==> config.mk <==
export PLATFORM = sky130hd
export DESIGN_NAME = ncl_adder_sequencer
export DESIGN_NICKNAME = d
export VERILOG_FILES = /design/src/rtl/ncl_adder_sequencer.sv
export SDC_FILE = /design/constraint.sdc
export NUM_CORES = 1
export LEC_CHECK = 0
export BUFFER_PORTS_ARGS = -buffer_cell sky130_fd_sc_hd__buf_2
export CELL_PAD_IN_SITES_DETAIL_PLACEMENT = 2
export CELL_PAD_IN_SITES_GLOBAL_PLACEMENT = 2
export CORE_UTILIZATION = 29
export CTS_CLUSTER_SIZE = 24
export DETAILED_ROUTE_END_ITERATION = 7
export GPL_ROUTABILITY_DRIVEN = 0
export GPL_TIMING_DRIVEN = 0
export HOLD_SLACK_MARGIN = 0.1
export PLACE_DENSITY_LB_ADDON = 0.12
export SETUP_SLACK_MARGIN = 0.02
export SLEW_MARGIN = 20
export SYNTH_ARGS = -nofsm -noshare
export SYNTH_HDL_FRONTEND = slang
export SYNTH_SLANG_ARGS = --single-unit
==> constraint.sdc <==
create_clock -name clk -period 2.2 [get_ports clk]
set_input_delay 0.22 -clock clk [delete_from_list [all_inputs] [get_ports clk]]
set_output_delay 0.22 -clock clk [all_outputs]
set_load 0.01 [all_outputs]
==> src/rtl/ncl_adder_sequencer.sv <==
// Clocked sequencer for a dual-rail NCL ripple adder: DATA/NULL wavefront control with valid/ready.
// Optional watchdog on DATA and WAIT_NULL waits is enabled by defining NCL_SEQ_TIMEOUT_EN.
module ncl_adder_sequencer #(
   parameter int WIDTH   = 8,
   parameter int TIMEOUT = 64
) (
   input  logic             clk,
   input  logic             rst,
   input  logic             in_valid,
   output logic             in_ready,
   input  logic [WIDTH-1:0] a,
   input  logic [WIDTH-1:0] b,
   input  logic             cin,
   output logic             out_valid,
   input  logic             out_ready,
   output logic [WIDTH-1:0] sum,
   output logic             cout,
   output logic             err,
   output logic [WIDTH-1:0] at,
   output logic [WIDTH-1:0] af,
   output logic [WIDTH-1:0] bt,
   output logic [WIDTH-1:0] bf,
   output logic             cint,
   output logic             cinf,
   input  logic [WIDTH-1:0] st,
   input  logic [WIDTH-1:0] sf,
   input  logic             coutt,
   input  logic             coutf
);

   typedef enum logic [2:0] {S_FLUSH, S_IDLE, S_DATA, S_WAIT_NULL, S_ERR} state_t;

   state_t           state_q, state_d;
   logic [WIDTH-1:0] at_q, at_d, af_q, af_d, bt_q, bt_d, bf_q, bf_d;
   logic             cint_q, cint_d, cinf_q, cinf_d;
   logic [WIDTH-1:0] sum_q, sum_d;
   logic             cout_q, cout_d;
   logic             out_valid_q, out_valid_d;
   logic             in_ready_q, in_ready_d;
   logic             err_q, err_d;

   // Adder outputs are asynchronous to clk; the FSM only ever looks at the second stage.
   logic [WIDTH:0]   t_s1_q, t_s2_q, f_s1_q, f_s2_q;
   logic             sync_illegal, sync_complete, sync_null, timeout_hit;

   always_ff @(posedge clk) begin
      t_s1_q <= {coutt, st};
      f_s1_q <= {coutf, sf};
      t_s2_q <= t_s1_q;
      f_s2_q <= f_s1_q;
   end

   assign sync_illegal  = |(t_s2_q & f_s2_q);
   assign sync_complete = &(t_s2_q ^ f_s2_q);
   assign sync_null     = ~|(t_s2_q | f_s2_q);

`ifdef NCL_SEQ_TIMEOUT_EN
   localparam int CNT_W = $clog2(TIMEOUT + 1);
   logic [CNT_W-1:0] cnt_q;

   // Any state change clears the counter, so it restarts on every DATA / WAIT_NULL entry.
   always_ff @(posedge clk) begin
      if (rst || (state_d != state_q))
         cnt_q <= '0;
      else if (state_q == S_DATA || state_q == S_WAIT_NULL)
         cnt_q <= cnt_q + CNT_W'(1);
   end

   assign timeout_hit = (cnt_q == CNT_W'(TIMEOUT - 1));
`else
   assign timeout_hit = 1'b0;
`endif

   always_comb begin
      state_d     = state_q;
      at_d        = at_q;
      af_d        = af_q;
      bt_d        = bt_q;
      bf_d        = bf_q;
      cint_d      = cint_q;
      cinf_d      = cinf_q;
      sum_d       = sum_q;
      cout_d      = cout_q;
      err_d       = err_q;
      out_valid_d = out_valid_q;
      if (out_valid_q && out_ready)
         out_valid_d = 1'b0;

      case (state_q)
         S_IDLE: begin
            if (in_valid && in_ready_q) begin
               at_d    = a;
               af_d    = ~a;
               bt_d    = b;
               bf_d    = ~b;
               cint_d  = cin;
               cinf_d  = ~cin;
               state_d = S_DATA;
            end
         end
         S_DATA: begin
            if (sync_illegal || timeout_hit) begin
               err_d   = 1'b1;
               state_d = S_ERR;
            end else if (sync_complete) begin
               sum_d       = t_s2_q[WIDTH-1:0];
               cout_d      = t_s2_q[WIDTH];
               out_valid_d = 1'b1;
               state_d     = S_WAIT_NULL;
            end
         end
         S_WAIT_NULL: begin
            if (sync_illegal || timeout_hit) begin
               err_d   = 1'b1;
               state_d = S_ERR;
            end else if (sync_null) begin
               state_d = S_IDLE;
            end
         end
         S_ERR: begin
            out_valid_d = out_valid_q;
         end
         default: begin
            if (sync_null)
               state_d = S_IDLE;
         end
      endcase

      // Rails are only ever non-NULL while the FSM sits in DATA.
      if (state_d != S_DATA) begin
         at_d   = '0;
         af_d   = '0;
         bt_d   = '0;
         bf_d   = '0;
         cint_d = 1'b0;
         cinf_d = 1'b0;
      end

      in_ready_d = (state_d == S_IDLE) && !out_valid_d;
   end

   always_ff @(posedge clk) begin
      if (rst) begin
         state_q     <= S_FLUSH;
         at_q        <= '0;
         af_q        <= '0;
         bt_q        <= '0;
         bf_q        <= '0;
         cint_q      <= 1'b0;
         cinf_q      <= 1'b0;
         sum_q       <= '0;
         cout_q      <= 1'b0;
         out_valid_q <= 1'b0;
         in_ready_q  <= 1'b0;
         err_q       <= 1'b0;
      end else begin
         state_q     <= state_d;
         at_q        <= at_d;
         af_q        <= af_d;
         bt_q        <= bt_d;
         bf_q        <= bf_d;
         cint_q      <= cint_d;
         cinf_q      <= cinf_d;
         sum_q       <= sum_d;
         cout_q      <= cout_d;
         out_valid_q <= out_valid_d;
         in_ready_q  <= in_ready_d;
         err_q       <= err_d;
      end
   end

   assign in_ready  = in_ready_q;
   assign out_valid = out_valid_q;
   assign sum       = sum_q;
   assign cout      = cout_q;
   assign err       = err_q;
   assign at        = at_q;
   assign af        = af_q;
   assign bt        = bt_q;
   assign bf        = bf_q;
   assign cint      = cint_q;
   assign cinf      = cinf_q;

endmodule
==> reports/summary.txt <==
outcome: finished, violations left
failing checks: negative setup slack
clock-pin slew on the worst setup and hold paths: 80 ps
total power: 2.76 mW
Mean Syn Cell Area: 11.1 sq um
Min-Delay Path Class: in -> reg
final number of hold-violating endpoints: 0
Vias/cell: 4.59
final number of setup-violating endpoints: 33
Fill cells: 1,135
clock sinks: 85
Syn Nets: 343
Setup CP Type: reg -> reg
P per Cell Area: 594 nW/um^2
most frequent cells in the layout: buf_2, dfxtp_1, nor2_1
CORE AREA: 10,500 sq um
commonest non-fill, non-tap cell in the layout: buf_2
drt pass-1 iters: 4
Critical Path, Cell by Cell: ha_2 -> or4_4 -> nor4_4 -> nand2_2 -> a22oi_4 -> buf_6 -> and4bb_2
Synthesis Warnings: 0
CTS tree: built
Routed Antenna Nets: 0
slowest CP cell: or4_4
Worst Path Arrival: 2560 ps
final slew viol count: 0
min-delay src: a[7]
Setup crit end kind: register
Initial Util: 30.2%
crit path launch type: register
slew margin rel.: 60.3%
FF-to-FF Start: f_s2_q[4]
worst slew pin tran: 596 ps
row count: 37
Tcrit/Tclk final: 105%
I/O pin cnt: 85
Num CTS Buffers: 9
Yosys cell types: 43
Clock Path Buffers: 2
Die W: 106 um
DR iter-0 viols: 47
vias in the first global route: 2,789
sequential share of the synthesized area: 53.8%
P_leak: 2.06 nW
GR Util All Layers: 16.9%
crit-path max cell delay: 570 ps
port bufs: 83
DR vias: 2,577
die area: 11,300 sq um
area of the multi-input gates: 1540 sq um
Final nets: 477
CTS H-tree depth: 3
Util after Layout: 44.3%
VDD IR-drop max: 0.248 mV
Period minus WS final: 2310 ps
area grow syn2layout: 46.6%
Final WS setup: -111 ps
Overflow after GRT: 0
dpl hpwl: 6200 um
Mapped Cells: 286
Critical Path RT: 2450 ps
initial antenna violation count: 0
unrepaired setup endpoints after global routing: true
Routed wire per std cell: 16.6 um
synthesized cell area: 3160 sq um
die height: 106 um
first-pass GRT wire length: 14,400 um
Seq. cell area: 1710 sq um
WL final: 9300 um
max_cap viols: 0
Clock Latency Late Sink: 360 ps
Final Cell Area: 4640 sq um
Worst Skew: 12.3 ps
# diodes: 0
Area after DPL: 3750 sq um
CP Launch Point: f_s2_q[4]
Worst Path Max Fanout: 6
number of synthesized register bits: 85
root buf cell: clkbuf_8
layout cells sized above 1: 42.6%
fmax: 433 MHz
largest net degree at the start of global routing: 15
remaining routing DRC violations: 0
routing by layer:
metal	share of wire (%)	routed length [um]	up-vias	GRT usage [%]
met5	0	0	-	0
met4	1.4	133	0	7.34
met3	2.9	271	9	2.45
met2	53	4900	57	30.9
met1	43	4000	1241	19.4
li1	-	-	1270	-
cell families (layout without fill, tap and decap cells):
kind of cell / after synthesis / after routing / share of synthesized area (%)
fa+ha+maj: 18 / 18 / 7.12
flops: 85 / 85 / 53.8
compound gates: 30 / 30 / 6.13
mux: 25 / 25 / 7.91
buf+inv: 36 / 175 / 4.71
simple gates: 92 / 92 / 20.3
layout make-up:
class / instances / area share [%]
multi-input combinational: 165 / 33.2
timing repair buffer: 124 / 18.1
clock buffer: 11 / 3.26
buffer: 16 / 2.70
tap: 136 / 3.67
clock inverter: 5 / 0.756
inverter: 19 / 1.54
sequential: 85 / 36.8
metrics by stage:
stage / TNS [ps] / hold slack (ps) / cells / worst slack, ps
finish: -2240 / 151 / 561 / -111
CTS: -2360 / 137 / 548 / -102
detailed placement: -10610 / 314 / 505 / -310
global placement: -9460 / 310 / 505 / -275
floorplan: 0 / 248 / 286 / 26.0
global route: -5670 / 154 / 561 / -210
path summary, 6_finish.rpt:
path / cells past startpoint / slack (ps) / endpoint
worst max-delay path: 7 / -110 / af[5]
worst max register to register: 7 / -110 / af[5]
worst min-delay path: 3 / 150 / af[7]
worst min register to register: 0 / 330 / t_s2_q[0]
registers in the layout, summed over array words and instances, names as in the netlist, 3 cells and up:
register,flops
f_s2_q,9
bt,8
bf,8
t_s2_q,9
af,8
sum,8
at,8
f_s1_q,9
state_q,3
t_s1_q,9
synthesized netlist by cell type (all sizes together):
library cell | count | area share (%)
or3 | 1 | 0.20
and3b | 1 | 0.28
nand4 | 3 | 0.59
o22ai | 1 | 0.20
clkbuf | 8 | 0.95
and4 | 1 | 0.28
nor4b | 20 | 6.1
dfxtp | 85 | 54
a211o | 2 | 0.55
nor2 | 30 | 3.6
o31ai | 1 | 0.24
mux2i | 25 | 7.9
a31oi | 2 | 0.40
o21ba | 1 | 0.32
nand3 | 3 | 0.47
a22oi | 1 | 0.67
or4 | 3 | 0.83
nor3 | 3 | 0.63
a211oi | 1 | 0.24
and4b | 1 | 0.32
ha | 18 | 7.1
or2 | 2 | 0.40
and2 | 1 | 0.20
nor4 | 2 | 0.59
o21ai | 3 | 0.47
and3 | 2 | 0.40
o2111a | 1 | 0.36
nor2b | 2 | 0.40
a21oi | 17 | 2.7
buf | 9 | 1.5
nor4bb | 2 | 0.63
inv | 19 | 2.3
nand2 | 5 | 0.59
nand2b | 1 | 0.20
and4bb | 9 | 3.6
report_power, final:
group          internal (mW)  total [mW]  leakage [nW]  switching [mW]
Clock                  0.472        1.04        0.0953           0.568
Combinational         0.0708       0.125          1.26          0.0542
Sequential              1.57        1.59         0.698          0.0169
Total                   2.12        2.76          2.06           0.639
timing repair:
item	in CTS	in global routing
setup endpoints to repair	48	47
cloned	0	4
setup buffers	9	10
hold buffers	18	0
endpoints found under the hold margin	18	0
gates resized for setup	40	41
pin swaps	8	5
worst max-delay path: cells and delay by family (launching register included):
kind / cells / cell delay [ps]
adder cells (fa/ha/maj): 1 / 170
AND/OR/NAND/NOR: 4 / 1240
AO/OA/AOI/OAI: 1 / 310
flip-flops: 1 / 330
buffers and inverters: 1 / 170
Power figures use the tool's default switching activity.
